**src/rtl/fetch_stage.sv**
```systemverilog
// ---------------------------------------------------------------------------
// fetch_stage
//
// Instruction-fetch stage of the ARM pipeline. This block owns the program
// counter and drives the word-indexed instruction memory. Each returned
// instruction is captured together with its pc+4 into a 2-entry FIFO (skid
// buffer). The head of that FIFO is presented to decode through a valid/ready
// handshake. A branch redirect from downstream flushes the buffer and reloads
// the PC. The memory read strobe is suppressed in the cycle of the redirect.
//
// Parameters:
//   INSTR_W   instruction / memory data width
//   ADDR_W    PC and memory address width
//   RESET_PC  byte address loaded on reset (word aligned)
//
// Ports:
//   clk           rising-edge clock
//   rst           synchronous active-high reset
//   branch_taken  one-cycle redirect request
//   branch_addr   redirect byte address (low two bits ignored)
//   mem_addr      word index into instruction memory ({2'b0, pc[ADDR_W-1:2]})
//   mem_read      fetch strobe (combinational)
//   mem_data      memory read data, valid in the same cycle as mem_read
//   id_ready      decode accepts the head instruction this cycle
//   valid_out     head-of-buffer entry is valid
//   instr_out     head instruction (0 when not valid)
//   pc_out        head instruction byte address + 4 (0 when not valid)
// ---------------------------------------------------------------------------
module fetch_stage #(
    parameter int unsigned             INSTR_W  = 32,
    parameter int unsigned             ADDR_W   = 32,
    parameter logic [ADDR_W-1:0]       RESET_PC = '0
) (
    input  logic                clk,
    input  logic                rst,
    input  logic                branch_taken,
    input  logic [ADDR_W-1:0]   branch_addr,
    output logic [ADDR_W-1:0]   mem_addr,
    output logic                mem_read,
    input  logic [INSTR_W-1:0]  mem_data,
    input  logic                id_ready,
    output logic                valid_out,
    output logic [INSTR_W-1:0]  instr_out,
    output logic [ADDR_W-1:0]   pc_out
);

    // Architectural state: PC, two FIFO slots, occupancy and 1-bit pointers.
    logic [ADDR_W-1:0]  pc_q,        pc_d;
    logic [INSTR_W-1:0] instr_q [2];
    logic [INSTR_W-1:0] instr_d [2];
    logic [ADDR_W-1:0]  pc4_q   [2];
    logic [ADDR_W-1:0]  pc4_d   [2];
    logic [1:0]         count_q,     count_d;
    logic               rd_ptr_q,    rd_ptr_d;
    logic               wr_ptr_q,    wr_ptr_d;

    logic [ADDR_W-1:0]  pc_plus4;
    logic               pop;
    logic               can_fetch;

    // Handshake and fetch-enable logic. A pop in the same cycle frees a slot,
    // so a full buffer can still fetch when decode is draining it.
    always_comb begin
        pc_plus4  = pc_q + ADDR_W'(4);
        valid_out = (count_q != 2'd0);
        pop       = valid_out & id_ready;
        can_fetch = (count_q < 2'd2) | pop;
        mem_read  = ~rst & ~branch_taken & can_fetch;
        mem_addr  = {2'b00, pc_q[ADDR_W-1:2]};
    end

    // Head-of-buffer outputs come straight from registered FIFO state and are
    // forced to zero while the buffer is empty.
    always_comb begin
        instr_out = '0;
        pc_out    = '0;
        if (valid_out) begin
            instr_out = instr_q[rd_ptr_q];
            pc_out    = pc4_q[rd_ptr_q];
        end
    end

    // Next-state logic. A redirect wins over any push or pop in the same
    // cycle: the buffer is emptied and the PC reloaded with the aligned target.
    always_comb begin
        pc_d     = pc_q;
        count_d  = count_q;
        rd_ptr_d = rd_ptr_q;
        wr_ptr_d = wr_ptr_q;
        instr_d  = instr_q;
        pc4_d    = pc4_q;

        if (branch_taken) begin
            pc_d     = branch_addr & ~ADDR_W'(3);
            count_d  = 2'd0;
            rd_ptr_d = 1'b0;
            wr_ptr_d = 1'b0;
        end else begin
            if (mem_read) begin
                instr_d[wr_ptr_q] = mem_data;
                pc4_d[wr_ptr_q]   = pc_plus4;
                wr_ptr_d          = ~wr_ptr_q;
                pc_d              = pc_plus4;
            end
            if (pop) begin
                rd_ptr_d = ~rd_ptr_q;
            end
            // Simultaneous push and pop leaves occupancy unchanged.
            case ({mem_read, pop})
                2'b10:   count_d = count_q + 2'd1;
                2'b01:   count_d = count_q - 2'd1;
                default: count_d = count_q;
            endcase
        end
    end

    // State registers. Reset is synchronous and overrides a redirect. The
    // data slots need no reset because count gates their visibility.
    always_ff @(posedge clk) begin
        if (rst) begin
            pc_q     <= RESET_PC;
            count_q  <= 2'd0;
            rd_ptr_q <= 1'b0;
            wr_ptr_q <= 1'b0;
        end else begin
            pc_q     <= pc_d;
            count_q  <= count_d;
            rd_ptr_q <= rd_ptr_d;
            wr_ptr_q <= wr_ptr_d;
        end
        instr_q <= instr_d;
        pc4_q   <= pc4_d;
    end

endmodule

```
**config.mk**
```make
export PLATFORM = sky130hd
export DESIGN_NAME = fetch_stage
export DESIGN_NICKNAME = d
export VERILOG_FILES = /design/src/rtl/fetch_stage.sv
export SDC_FILE = /design/constraint.sdc
export NUM_CORES = 1
export LEC_CHECK = 0
export CAP_MARGIN = 10
export CORE_MARGIN = 4
export CORE_UTILIZATION = 52
export CTS_BUF_LIST = sky130_fd_sc_hd__clkbuf_8
export CTS_CLUSTER_DIAMETER = 100
export DETAILED_ROUTE_END_ITERATION = 10
export HOLD_SLACK_MARGIN = 0.05
export PLACE_DENSITY = 0.83
export SKIP_CTS_REPAIR_TIMING = 1
export SLEW_MARGIN = 10
export SYNTH_ARGS = -nofsm -noshare
export SYNTH_HDL_FRONTEND = slang
export SYNTH_SLANG_ARGS = --single-unit
```
**constraint.sdc**
```tcl
create_clock -name clk -period 5.3 [get_ports clk]
set_input_delay 0.795 -clock clk [delete_from_list [all_inputs] [get_ports clk]]
set_output_delay 0.795 -clock clk [all_outputs]
set_load 0.005 [all_outputs]
```
# After elaboration in Yosys (flattened, before gate mapping)
# Index checks and enable logic that the tools add are counted.
# W data, S select, Z words.
dict set report totals {
  word_cells 49
  inputBits 68
  output_inout_bits 98
  register_bits 164
}
dict set report op_classes {
  n_eq_ne 2
  reduce_logical 6
  n_addsub 3
  muxes 15
  n_lt_le_gt_ge 4
  bitwise_logic 10
}
# cell count
set ops {}
lappend ops {{$mux W32} 11}
lappend ops {{$bwmux W64} 2}
lappend ops {{$add A32 B3 Y32 const B} 1}
lappend ops {{$demux W32 S1} 1}
lappend ops {{$reduce_bool A2 Y1} 3}
lappend ops {{$ge A2 B2 Y1 const B} 2}
lappend ops {{$not A1 Y1} 4}
lappend ops {{$not A1 Y2} 2}
lappend ops {{$pmux W2 S2} 1}
lappend ops {{$and A1 B1 Y1} 3}
lappend ops {{$add A2 B1 Y2 const B} 1}
lappend ops {{$eq A2 B1 Y1 const B} 1}
lappend ops {{$eq A2 B2 Y1 const B} 1}
lappend ops {{$lt A2 B1 Y1 const B} 1}
lappend ops {{$lt A2 B2 Y1 const B} 1}
lappend ops {{$reduce_and A2 Y1} 1}
lappend ops {{$reduce_or A2 Y1} 1}
lappend ops {{$sub A2 B1 Y2 const B} 1}
lappend ops {{$logic_and A1 B1 Y1} 1}
lappend ops {{$or A1 B1 Y1} 1}

# Longest topological paths before layout
# Gate-level depths: netlist (run 1).
dict set report depth {
  ltp_word 6
  depth_mapped 7
  mapped_depth_nobuf 7
}

# Worst setup path before layout (run 1)
# No wires, ideal clock.
dict set report synth_timing {
  path_type {input to register}
  start {in rst}
  end {reg instr_q[32] (netlist bit), enable pin}
  required_ns 4.818
  setup_time_ns 0.482
  t_arrival_ns 3.985
  path_stages 4
  path_buffers 1
  setup_slack_ns 0.833
  cell_sequence {clkbuf_1 nor2_1 nand2_1 nor2_1}
}
dict set report synth_via {
  elab_chain_len 4
}
# element line_no
set synth_rtl {}
lappend synth_rtl {{start, declared} 35} ;# input logic rst,
lappend synth_rtl {{$not A1 Y1} 68} ;# mem_read = ~rst & ~branch_taken & can_fetch;
lappend synth_rtl {{$and A1 B1 Y1 (2 in a row)} 68}
lappend synth_rtl {{$reduce_and A2 Y1 (no source line)} n/a}
lappend synth_rtl {{end signal, assigned} 131} ;# instr_q <= instr_d;
lappend synth_rtl {{end, declared} 49} ;# logic [INSTR_W-1:0] instr_q [2];
# Every way passes these cells.
# A chain may end at the register's enable or synchronous reset.

# Worst setup path after layout (run 1)
dict set report layout_timing {
  start {in id_ready}
  end {out mem_read}
}
dict set report layout_via {
  elab_chain_len 3
}
# element line_no
set layout_rtl {}
lappend layout_rtl {{start, declared} 41} ;# input logic id_ready,
lappend layout_rtl {{$and A1 B1 Y1} 66} ;# pop = valid_out & id_ready;
lappend layout_rtl {{$or A1 B1 Y1} 67} ;# can_fetch = (count_q < 2'd2) | pop;
lappend layout_rtl {{$and A1 B1 Y1} 68}
lappend layout_rtl {{end, declared} 39} ;# output logic mem_read,
# Every way passes these cells.

==> results.md, run 1 <==
- The number of buffers inserted by port buffering is around 160.
- The fraction of the mapped netlist area in compound gates is 0.06072.
- The synthesized-area fraction occupied by and/or/nand/nor cells is 0.1552.
- The first global-routing pass estimated about 27000 µm of wire.
- The die is between 100 and 150 µm wide.
- Across the routed clock network, the largest skew measured is ~0.0094 ns.
- The die is around 130 µm tall.
- TritonCTS built the clock tree.
- Clock-pin slew was measured on the worst setup and hold paths at about 0.080 ns.
- The setup check on the worst reg-to-reg path leaves a slack of 2.55 ns.
- The number of enable flip-flop cells after synthesis is 124.
- The final cycle utilization of the critical path is 0.7306.
- The detail route stage leaves a number of antenna-violating nets equal to 0.
- The initial cell density of the core is 0.5367.
- The instance count of the mapped netlist is 602.
- The worst register-to-register path ends at pc4_q[59].
- The cell count of the worst reg-to-reg path is 4.
- The most common library cell in the layout ignoring fill and taps is sky130_fd_sc_hd__clkdlybuf4s50_1.
- The time the final worst path needs with I/O delays and setup is between 3 and 4 ns.
- Counting flops and latches in the post-synthesis netlist gives around 160.
- The total routing usage reported by global routing is 0.2132.
- Summing all placed instances gives a cell area of just under 9000 µm².
- The tightest min-delay check is of the reg2reg type.
- For this design the ratio of total power to cell area is 279.6 nW/µm².
- The cell at the root of the clock tree is sky130_fd_sc_hd__clkbuf_8.
- The number of global-route vias before repair is between 5k and 6k.
- The commonest register cell after synthesis is sky130_fd_sc_hd__edfxtp_1.
- The worst setup path is captured at an output port.
- The row count is 42.
- Clock tree synthesis found a total of roughly 160 sinks.
- The post-synthesis share of cell area spent on full adders, half adders and majority gates is 0.003479.
- The startpoint identified for the worst register-to-register timing path is pc_q[10].
- The share of flip-flops with an asynchronous set or reset after synthesis is 0.
- After synthesis, the largest family of logic cells by area is simple AND/OR/NAND/NOR gates.
- The net switching power figure is between 600 and 700 µW.
- The total non-filler cell area in the finished layout is 9284 µm².
- The worst path arrival time is 3.08 ns.
- The share of total power dissipated in combinational logic is 0.100.
- The unique cell type count in the Yosys netlist is between 50 and 60.
- The relative area change from synthesis to final layout is 29.09%.
- The proportion of layout cells with a drive suffix above 1 is 0.07275.
- The deepest level of the CTS H-tree is 4.
- Of all nets on the critical path, the largest fanout is 13.
- The transition time at the pin with the least slew margin is around 1.2 ns.
- The first-pass iteration count of the detailed router is 5.
- The count of final max-slew check failures came to 0.
- Along the worst hold path, the cell count comes to 2.
- The worst hold path begins at count_q[1].
- No sink is reached through more buffers than the 2 on the longest clock path.
- The violation count after the first detailed-routing iteration is 608.
- Summed over all nets, the half-perimeter wirelength after detailed placement is about 11000 µm.
- The fraction of power spent switching nets is 0.2434.
- The total number of nets in the final design is 813.
- The detailed router placed about 5.3k vias in this run.
- The number of placed I/O pins is ~170.
- Summed over all failing endpoints, the final setup total negative slack is 0 ns.
- The number of failing hold endpoints at the final stage came to 0.
- The internal portion of the total power is approximately 2000 µW.
- The die covers 15780 µm².
- The sequential cell area fraction in the yosys report is 0.6124.
- The floorplan step defined a core boundary enclosing ~13000 µm².
- The final wirelength is 16860 µm.
- In the layout the commonest cells are sky130_fd_sc_hd__clkdlybuf4s50_1, sky130_fd_sc_hd__edfxtp_1, sky130_fd_sc_hd__nor2_1.
- The worst setup path category is in2out.
- The routability-driven placement congestion ratio is ~0.87.
- The number of antenna violations at the first check in global routing is 0.
- Setup repair after global routing left no endpoint under its margin.
- The area of the mapped netlist is about 7200 µm².
- The analysis attributes to cell leakage a power of approximately 0.003 µW.
- Yosys printed 0 warnings.
- In the routed design, unresolved DRC markers number 0.
- The fmax is approximately 0.26 GHz.
- For the worst setup path, the data required time is 4.51 ns.
- The number of maximum-capacitance constraint violations is 0.
- The pin count of the biggest net entering global routing is 64.
- The average wire per standard cell is ~18 µm.
- The flow ran to the end, and the final reports show no timing, DRC or antenna violations.
- The worst hold path terminates at count_q[1].
- Setup violations remaining at the end of the flow were counted as 0.
- The worst setup path is launched from an input pin.
- VDD sags by at most approximately 170 µV.
- The total overflow left after global routing is 0.
- The share of total power dissipated in the clock network is 0.344.
- Of the total power, registers draw 0.555.
- The number of buffers inserted during clock tree synthesis is 17.
- The synthesized area per cell is 11.95 µm².
- In the routed layout, each cell is associated on average with a via count of 5.641.
- After synthesis, the share of cell area in mux cells is 0.08629.
- Headroom to the max-slew limit came out at 0.2134.
- The diode insertion count for antenna repair is 0.
- Of the total synthesized cell area, the portion taken by XOR and XNOR cells is 0.04871.
- The clock latency at the later pin of the worst-skew pair is 0.44 ns.
worst max-delay path: stages:
cell	delay [ns]
sky130_fd_sc_hd__clkdlybuf4s50_1	0.53
sky130_fd_sc_hd__nand2b_1	0.51
sky130_fd_sc_hd__nand2_1	0.39
sky130_fd_sc_hd__clkinv_1	0.30
sky130_fd_sc_hd__clkdlybuf4s50_1	0.55
layout make-up:
| cell class | instances | area [µm²] |
|---|---|---|
| clock buffer | 17 | 234.0 |
| fill | 980 | 4116 |
| clock inverter | 15 | 161.4 |
| timing repair buffer | 166 | 1644 |
| inverter | 9 | 33.78 |
| sequential | 158 | 4408 |
| multi-input combinational | 391 | 2582 |
| tap | 176 | 220.2 |
worst max-delay path by stage:
stage,from,end,slack [ns]
6_report,id_ready,mem_read,1.43
5_1_grt,id_ready,mem_read,1.35
4_1_cts,id_ready,mem_read,1.49
3_5_place_dp,rst,mem_read,1.51
3_3_place_gp,rst,mem_read,1.51
2_1_floorplan,rst,instr_q[32],0.83
through the flow:
stage / hold slack [ns] / utilization / power (µW) / setup WS [ns] / instances
2_1_floorplan: 0.4923 / - / 1574 / 0.8328 / 605
3_3_place_gp: 0.5336 / 0.6633 / 1717 / 1.510 / 900
3_5_place_dp: 0.5728 / 0.6633 / 1728 / 1.515 / 900
4_1_cts: 0.5865 / 0.6928 / 2605 / 1.489 / 932
5_1_grt: 0.6056 / 0.6928 / 2698 / 1.350 / 932
6_report: 0.5828 / 0.6928 / 2595 / 1.428 / 932
per-layer routing:
metal / vias to the layer above / part of all wire / global-route usage
met5: - / 0 / 0
met4: 0 / 0.015 / 0.06952
met3: 24 / 0.071 / 0.04179
met2: 255 / 0.48 / 0.3442
met1: 2479 / 0.44 / 0.2922
li1: 2499 / - / -
power by group through the flow:
stage,Combinational [µW],Sequential [µW],Clock [µW]
floorplan,128,1450,0
global placement,252,1470,0
detailed placement,260,1470,0
CTS,262,1440,903
global route,283,1450,967
finish,261,1440,894
registers in the layout, summed over array words and instances (netlist names):
signal	count
instr_q	64
pc4_q	60
pc_q	30
count_q	2
rd_ptr_q	1
wr_ptr_q	1
synthesized netlist by cell type, types with 3 or more instances:
| cell | n | share of area |
|---|---|---|
| sky130_fd_sc_hd__nand4_1 | 15 | 0.013 |
| sky130_fd_sc_hd__a311oi_1 | 8 | 0.0097 |
| sky130_fd_sc_hd__and3_1 | 7 | 0.0061 |
| sky130_fd_sc_hd__mux2i_1 | 62 | 0.086 |
| sky130_fd_sc_hd__and2_1 | 8 | 0.0070 |
| sky130_fd_sc_hd__xor2_1 | 17 | 0.021 |
| sky130_fd_sc_hd__or2_2 | 3 | 0.0026 |
| sky130_fd_sc_hd__nor3_1 | 12 | 0.0084 |
| sky130_fd_sc_hd__nand3_1 | 13 | 0.0090 |
| sky130_fd_sc_hd__o311ai_0 | 3 | 0.0037 |
| sky130_fd_sc_hd__clkbuf_1 | 26 | 0.014 |
| sky130_fd_sc_hd__o21ai_0 | 6 | 0.0042 |
| sky130_fd_sc_hd__nor2_1 | 94 | 0.049 |
| sky130_fd_sc_hd__buf_1 | 9 | 0.0047 |
| sky130_fd_sc_hd__o221ai_1 | 5 | 0.0061 |
| sky130_fd_sc_hd__or3_1 | 14 | 0.012 |
| sky130_fd_sc_hd__nor4_1 | 7 | 0.0061 |
| sky130_fd_sc_hd__xnor2_1 | 23 | 0.028 |
| sky130_fd_sc_hd__a211oi_1 | 9 | 0.0094 |
| sky130_fd_sc_hd__buf_2 | 7 | 0.0049 |
| sky130_fd_sc_hd__buf_4 | 4 | 0.0042 |
| sky130_fd_sc_hd__dfxtp_1 | 34 | 0.095 |
| sky130_fd_sc_hd__edfxtp_1 | 124 | 0.52 |
| sky130_fd_sc_hd__a31oi_1 | 8 | 0.0070 |
| sky130_fd_sc_hd__and4_1 | 3 | 0.0037 |
| sky130_fd_sc_hd__nand2_1 | 34 | 0.018 |
| sky130_fd_sc_hd__inv_1 | 8 | 0.0042 |
| sky130_fd_sc_hd__a21oi_1 | 6 | 0.0042 |
kinds of logic (layout without fill, tap and decap cells):
kind of cell / after synthesis / after routing
XOR/XNOR: 40 / 40
buffers and inverters: 56 / 207
other: 1 / 4
AND/OR/NAND/NOR: 225 / 225
adder cells (fa/ha/maj): 2 / 2
flip-flops: 158 / 158
multiplexers: 62 / 62
AO/OA/AOI/OAI: 58 / 58
(Power assumes the default switching activity.)
==> inputs of run 2 (changes only) <==
--- a/config.mk
+++ b/config.mk
@@ -7,12 +7,12 @@
 export LEC_CHECK = 0
 export CAP_MARGIN = 10
 export CORE_MARGIN = 4
-export CORE_UTILIZATION = 52
+export CORE_UTILIZATION = 47
 export CTS_BUF_LIST = sky130_fd_sc_hd__clkbuf_8
 export CTS_CLUSTER_DIAMETER = 100
 export DETAILED_ROUTE_END_ITERATION = 10
 export HOLD_SLACK_MARGIN = 0.05
-export PLACE_DENSITY = 0.83
+export PLACE_DENSITY = 0.79
 export SKIP_CTS_REPAIR_TIMING = 1
 export SLEW_MARGIN = 10
 export SYNTH_ARGS = -nofsm -noshare
==> constraint.sdc (replaced) <==
create_clock -name clk -period 3.34 [get_ports clk]
set_input_delay 0.501 -clock clk [delete_from_list [all_inputs] [get_ports clk]]
set_output_delay 0.501 -clock clk [all_outputs]
set_load 0.005 [all_outputs]
==> run 2 against run 1 <==
  * Sequential cell count stayed put
  * Critical path depth is 1 lower
  * Critical path type is now reg2out
  * Sequential share of layout area is 0.74 points lower
  * Clock skew is 0.0019 ns higher
  * Largest power group unchanged
  * Non-clock buffer count is 9 higher
  * Largest cell class unchanged
  * Combinational power is 63% higher
  * Register-to-register slack worse by 1.6 ns
==> results.md, run 2 (synthesis gave the netlist of run 1 again) <==
- The endpoint type of the worst setup path was an output port (unchanged).
- Setup repair after global routing missed its margin: no (unchanged).
- The clock latency at the later pin of the worst-skew pair is 0.45 ns (was 0.44 ns).
- The number of nets still failing antenna checks after routing is 0 (unchanged).
- The total area of multi-input combinational cells is 2582 µm² (unchanged).
- The aggregate global routing overflow was 0 (unchanged).
- The pin count of the biggest net entering global routing came to 37 (was 64).
- The final setup violation count is 0 (unchanged).
- The sequential cell area in the final layout is 4408 µm² (unchanged).
- The number of failing hold endpoints at the final stage came to 0 (unchanged).
- The row count was 44 (was 42).
- The relative area change from synthesis to final layout is 31.12% (was 29.09%).
- The standby leakage power is 0.003079 µW (was 0.002993 µW).
- The cell count of the worst reg-to-reg path is 5 (was 4).
- Highest-count cells in the layout ignoring fill and taps: sky130_fd_sc_hd__clkdlybuf4s50_1, sky130_fd_sc_hd__edfxtp_1, sky130_fd_sc_hd__nor2_1 (unchanged).
- The most common library cell in the layout ignoring fill and taps is sky130_fd_sc_hd__clkdlybuf4s50_1 (unchanged).
- The clock edge transition at the registers on the reported setup and hold paths is 0.08 ns (about the same).
- The deepest level of the CTS H-tree is 4 (unchanged).
- Status: finished clean (unchanged).
- The routability-driven placement congestion ratio came to 0.8621 (was 0.8652).
- The number of buffers between clock root and the deepest sink is 2 (unchanged).
- The start of the worst register-to-register path is pc_q[2] (was pc_q[10]).
- The number of global-route vias before repair came to 5196 (was 5285).
- The first-pass iteration count of the detailed router is 5 (unchanged).
- The via count of the routed design is 5323 (was 5257).
- The clock network power share is 0.362 (was 0.344).
- The transition time at the pin with the least slew margin is 0.9897 ns (was 1.170 ns).
- The largest voltage drop on the vdd net is 285.0 µV (was 170.9 µV).
- The proportion of layout cells with a drive suffix above 1 is 0.08235 (was 0.07275).
- The worst-case hold slack is 0.5648 ns (was 0.5828 ns).
- The total die area was 17340 µm² (was 15780 µm²).
- The worst setup path category is reg2out (was in2out).
- The total negative slack is 0 ns (unchanged).
- For this run, the top clock speed supported by timing is approximately 0.36 GHz.
- The largest register by flop count is instr_q (unchanged).
- The post-placement cell area was 8991 µm² (was 8889 µm²).
- Biggest registers after layout: instr_q: 64 flops, pc4_q: 60 flops, pc_q: 30 flops (unchanged).
- The initial cell density of the core is 0.4874 (was 0.5367).
- The share of total power in sequential cells is 0.538 (was 0.555).
- The count of final max-slew check failures is 0 (unchanged).
- The standard cell core area was 14750 µm² (was 13400 µm²).
- The total number of clock tree sinks was 158 (unchanged).
- The final cycle utilization of the critical path is 0.8289.
- The endpoint of the worst register-to-register path is pc_q[20] (was pc4_q[59]).
- The cell at the root of the clock tree is sky130_fd_sc_hd__clkbuf_8 (unchanged).
- The maximum fanout encountered on the critical timing path is 35 (was 13).
- The diode insertion count for antenna repair is 0 (unchanged).
- The net switching power figure is 964.5 µW (was 631.8 µW).
- The half-perimeter wire length of the detailed placement result is 12370 µm (was 11170 µm).
- The number of buffers inserted during clock tree synthesis is 17 (unchanged).
- The number of placed I/O pins is 166 (unchanged).
- The violation count after the first detailed-routing iteration was 457 (was 608).
- The worst setup path startpoint is rd_ptr_q (was id_ready).
- The smallest clock period supported by the final layout is computed as 2.769 ns.
- The clock tree skew after final layout is 0.01133 ns (was 0.009421 ns).
- The post-route total power came to 4245 µW (was 2595 µW).
- The worst setup path endpoint is pc_out[24] (was mem_read).
- The die boundary height is 131.7 µm (was 125.6 µm).
- The share of power burned in combinational logic is 0.100 (about the same).
- The fraction of power spent switching nets is 0.2272 (was 0.2434).
- The number of flip-flops in the largest register was 64 (unchanged).
- The via count normalized by instance count is 5.609 (was 5.641).
- The worst hold path class is reg2reg (unchanged).
- The design internal power is 3281 µW (was 1964 µW).
- The worst path required time is 2.84 ns (was 4.51 ns).
- The critical path startpoint category is a register (was input pin).
- The total number of nets in the final design was 822 (was 813).
- The cell depth of the worst hold path is 2 (unchanged).
- The TritonCTS clock tree was built (unchanged).
- The number of filler cells placed in the layout is 1130 (was 980).
- The average wire per standard cell is 18.68 µm (was 18.09 µm).
- The worst path arrival time is 2.27 ns (was 3.08 ns).
- The total non-filler cell area in the finished layout was 9430 µm² (was 9284 µm²).
- The number of antenna violations at the first check in global routing is 0 (unchanged).
- The horizontal die dimension is 131.7 µm (was 125.6 µm).
- The cell area power density was 450.2 nW/µm² (was 279.6 nW/µm²).
- The headroom to the max-slew limit was 0.3372 (was 0.2134).
- The total routing usage reported by global routing was 0.2013 (was 0.2132).
- The number of buffers inserted by port buffering was 159 (unchanged).
- The global-route wire length before repair is 27860 µm (was 26920 µm).
- The number of maximum-capacitance constraint violations is 0 (unchanged).
- The final wirelength is 17720 µm (was 16860 µm).
- The DRC violations left was 0 (unchanged).
- The start point of the worst min-delay path is pc_q[3] (was count_q[1]).
- The minimum setup slack among reg-to-reg paths was 0.99 ns (was 2.55 ns).
run 2: changes by cell type in the layout (fill, tap and decap cells not counted), sizes merged:
| cell | before | now |
|---|---|---|
| inv | 14 | 11 |
| clkbuf | 17 | 18 |
| clkinv | 5 | 8 |
| bufinv | 2 | 4 |
| buf | 7 | 16 |
| clkinvlp | 3 | 0 |
run 2: power by group through the flow:
stage | combinational (µW) | sequential (µW) | clock (µW)
final | 426 | 2280 | 1540
after global routing | 462 | 2290 | 1640
after CTS | 430 | 2280 | 1560
after detailed placement | 427 | 2330 | 0
after global placement | 414 | 2320 | 0
after floorplan | 203 | 2290 | 0
run 2: final cells by class:
type | instances | share of cell area
well taps | 184 | 0.02441
clock buffers | 18 | 0.02627
multi-input cells | 391 | 0.2738
repair buffers | 175 | 0.1842
clock inverters | 14 | 0.02030
inverters | 9 | 0.003582
flip-flops and latches | 158 | 0.4674
run 2: per-layer routing:
layer / part of all wire / wire [µm] / GRT usage / vias to the layer above
li1: - / - / - / 2508
met5: 0 / 0 / 0 / -
met3: 0.065 / 1144 / 0.04855 / 29
met1: 0.45 / 7919 / 0.2715 / 2569
met2: 0.47 / 8346 / 0.3241 / 217
met4: 0.018 / 314 / 0.06359 / 0
run 2: worst min-delay path by stage:
| stage | endpoint | slack (ns) |
|---|---|---|
| floorplan | count_q[1] | 0.49 |
| global placement | pc_q[3] | 0.53 |
| detailed placement | pc_q[3] | 0.54 |
| CTS | pc_q[3] | 0.56 |
| global route | pc_q[3] | 0.60 |
| finish | pc_q[3] | 0.56 |
run 2: per-stage QoR:
stage / std cells / utilization / worst slack, ns
after floorplan: 605 / - / 0.2037
after global placement: 917 / 0.6094 / 0.6976
after detailed placement: 917 / 0.6094 / 0.6505
after CTS: 949 / 0.6392 / 0.4999
after global routing: 949 / 0.6392 / 0.3754
final: 949 / 0.6392 / 0.5714
run 2: critical path, cell delays in order (launching register included):
cell                              delay (ns)
sky130_fd_sc_hd__dfxtp_4                0.71
sky130_fd_sc_hd__buf_12                 0.33
sky130_fd_sc_hd__mux2i_1                0.25
sky130_fd_sc_hd__nor2_1                 0.06
sky130_fd_sc_hd__clkdlybuf4s50_1        0.46
==> inputs of run 3 (changes only) <==
==> constraint.sdc (replaced) <==
create_clock -name clk -period 2.5 [get_ports clk]
set_input_delay 0.375 -clock clk [delete_from_list [all_inputs] [get_ports clk]]
set_output_delay 0.375 -clock clk [all_outputs]
set_load 0.005 [all_outputs]
==> run 3 against run 2 <==
  * Sequential power rose by 33%
  * Utilization rose by 0.79 points
  * Routed wire length fell by 1.9%
  * Register-to-register slack got worse by 0.74 ns
  * Combinational power rose by 38%
  * Cell area rose by 1.2%
  * Sequential cell count did not move
  * Clock-buffer cell count fell by 1
  * Critical path depth did not move
  * Highest routed layer unchanged
==> results.md, run 3 (synthesis gave the netlist of run 1 again) <==
- The diode insertion count for antenna repair is 0 (unchanged).
- The final setup violation count is 0 (unchanged).
- The relative area change from synthesis to final layout came to 32.74% (was 31.12%).
- The average wire per standard cell is 18.15 µm (was 18.68 µm).
- The half-perimeter wire length of the detailed placement result is 12070 µm (was 12370 µm).
- The total die area is 17340 µm² (unchanged).
- The cell at the root of the clock tree is sky130_fd_sc_hd__clkbuf_8 (unchanged).
- Status: finished clean (unchanged).
- The count of final max-slew check failures is 0 (unchanged).
- The number of global-route vias before repair was 5298 (was 5196).
- The headroom to the max-slew limit came to 0.5697 (was 0.3372).
- The number of filler cells placed in the layout is 1114 (was 1130).
- The net switching power figure was 1249 µW (was 964.5 µW).
- The fmax is between 0.4 and 0.5 GHz.
- The DRC violations left is 0 (unchanged).
- The share of total power in sequential cells came to 0.544 (was 0.538).
- The most common library cell in the layout ignoring fill and taps is sky130_fd_sc_hd__clkdlybuf4s50_1 (unchanged).
- The number of nets still failing antenna checks after routing is 0 (unchanged).
- The initial cell density of the core is 0.4874 (unchanged).
- The endpoint type of the worst setup path is an output port (unchanged).
- The standby leakage power is 0.003138 µW (was 0.003079 µW).
- The worst setup path category was reg2out (unchanged).
- The number of antenna violations at the first check in global routing was 0 (unchanged).
- The violation count after the first detailed-routing iteration is 417 (was 457).
- The clock network power share is 0.351 (was 0.362).
- The total routing usage reported by global routing is 0.1985 (was 0.2013).
- For the finished layout, the period the worst path requires is ~2.4 ns.
- The placed cell count is 925 (was 917).
- The worst hold path class is in2reg (was reg2reg).
- The via count of the routed design is 5313 (was 5323).
- The horizontal die dimension came to 131.7 µm (unchanged).
- The worst path required time was 2.12 ns (was 2.84 ns).
- The final non-filler cell total is 958 (was 949).
- The final cycle utilization of the critical path is 0.9412.
- The via count normalized by instance count came to 5.546 (was 5.609).
- The number of failing hold endpoints at the final stage was 0 (unchanged).
- The number of placed I/O pins is 166 (unchanged).
- The worst path arrival time is 1.98 ns (was 2.27 ns).
- The clock latency at the later pin of the worst-skew pair is 0.45 ns (about the same).
- The pin count of the biggest net entering global routing is 63 (was 37).
- The TritonCTS clock tree is built (unchanged).
- The standard cell core area is 14750 µm² (unchanged).
- The number of buffers inserted during clock tree synthesis came to 17 (unchanged).
- The clock edge transition at the registers on the reported setup and hold paths was 0.08 ns (about the same).
- The number of buffers inserted by port buffering was 159 (unchanged).
- The largest register by flop count is instr_q (unchanged).
- The largest voltage drop on the vdd net was 289.9 µV (was 285.0 µV).
- The total number of nets in the final design is 831 (was 822).
- The number of flip-flops in the largest register is 64 (unchanged).
- The die boundary height was 131.7 µm (unchanged).
- Setup repair after global routing missed its margin: no (unchanged).
- The proportion of layout cells with a drive suffix above 1 is 0.08786 (was 0.08235).
- The deepest level of the CTS H-tree is 4 (unchanged).
- Highest-count cells in the layout ignoring fill and taps: sky130_fd_sc_hd__clkdlybuf4s50_1, sky130_fd_sc_hd__edfxtp_1, sky130_fd_sc_hd__nor2_1 (unchanged).
- The transition time at the pin with the least slew margin was 0.6425 ns (was 0.9897 ns).
- The fraction of power spent switching nets is 0.2232 (was 0.2272).
- The number of maximum-capacitance constraint violations is 0 (unchanged).
- The aggregate global routing overflow is 0 (unchanged).
- The row count came to 44 (unchanged).
- The total negative slack was 0 ns (unchanged).
- The maximum fanout encountered on the critical timing path is 15 (was 35).
- Biggest registers after layout: instr_q: 64 flops, pc4_q: 60 flops, pc_q: 30 flops (unchanged).
- The final wirelength is 17390 µm (was 17720 µm).
- The first-pass iteration count of the detailed router is 5 (unchanged).
- The clock tree skew after final layout is 0.009111 ns (was 0.01133 ns).
- The share of power burned in combinational logic is 0.105 (was 0.100).
- The global-route wire length before repair came to 27700 µm (was 27860 µm).
- The cell area power density is 586.1 nW/µm² (was 450.2 nW/µm²).
- The critical path startpoint category is a register (unchanged).
- The number of buffers between clock root and the deepest sink is 2 (unchanged).
- The worst-case hold slack is 0.4911 ns (was 0.5648 ns).
- The routability-driven placement congestion ratio is 0.9033 (was 0.8621).
- The design internal power is 4346 µW (was 3281 µW).
- The total number of clock tree sinks is 158 (unchanged).
run 3: changes by cell type in the layout (fill, tap and decap cells not counted), sizes merged:
cell / delta
buf: +8
inv: +1
clkinvlp: +1
clkinv: -1
run 3: cell type report:
type	count	area [µm²]	share of cell area
clock inverter	15	178.9	0.01874
clock buffer	17	234.0	0.02451
tap	184	230.2	0.02412
multi-input combinational	391	2582	0.2705
sequential	158	4408	0.4617
inverter	9	33.78	0.003539
timing repair buffer	184	1879	0.1969
run 3: path summary, 6_finish.rpt:
kind / startpoint / endpoint / slack [ns] / depth (start not counted)
worst max-delay path: rd_ptr_q / instr_out[28] / 0.15 / 4
worst min register to register: pc_q[3] / pc_q[3] / 0.55 / 2
worst min-delay path: branch_addr[23] / pc_q[23] / 0.49 / 3
worst max register to register: pc_q[2] / pc4_q[26] / 0.25 / 5
run 3: routing by layer:
layer  vias up  routed length (µm)  track usage
met5         -                   0            0
met4         0                 271      0.07468
met3        25                1284      0.05313
met2       254                8060       0.3083
met1      2510                7775       0.2687
li1       2524                   -            -
run 3: worst max-delay path, cell delays in order, from the launching register on:
cell and delay [ns]:
sky130_fd_sc_hd__dfxtp_4 0.53, sky130_fd_sc_hd__buf_4 0.28, sky130_fd_sc_hd__mux2i_1 0.22, sky130_fd_sc_hd__nor2_1 0.05, sky130_fd_sc_hd__clkdlybuf4s50_1 0.45
run 3: through the flow:
| step | util | total power, µW | instance area (µm²) | setup WS (ns) |
|---|---|---|---|---|
| 2_1_floorplan | - | 3335 | 7212 | 0.1656 |
| 3_3_place_gp | 0.6169 | 3669 | 9101 | 0.1810 |
| 3_5_place_dp | 0.6169 | 3689 | 9101 | 0.1575 |
| 4_1_cts | 0.6448 | 5641 | 9514 | 0.01186 |
| 5_1_grt | 0.6470 | 5829 | 9547 | 0.02076 |
| 6_report | 0.6470 | 5595 | 9547 | 0.1469 |
run 3: power by group through the flow:
stage / Clock (µW) / Sequential (µW) / Combinational, µW
floorplan: 0 / 3060 / 272
global placement: 0 / 3090 / 574
detailed placement: 0 / 3100 / 589
CTS: 2010 / 3040 / 592
global route: 2130 / 3050 / 640
finish: 1960 / 3040 / 589
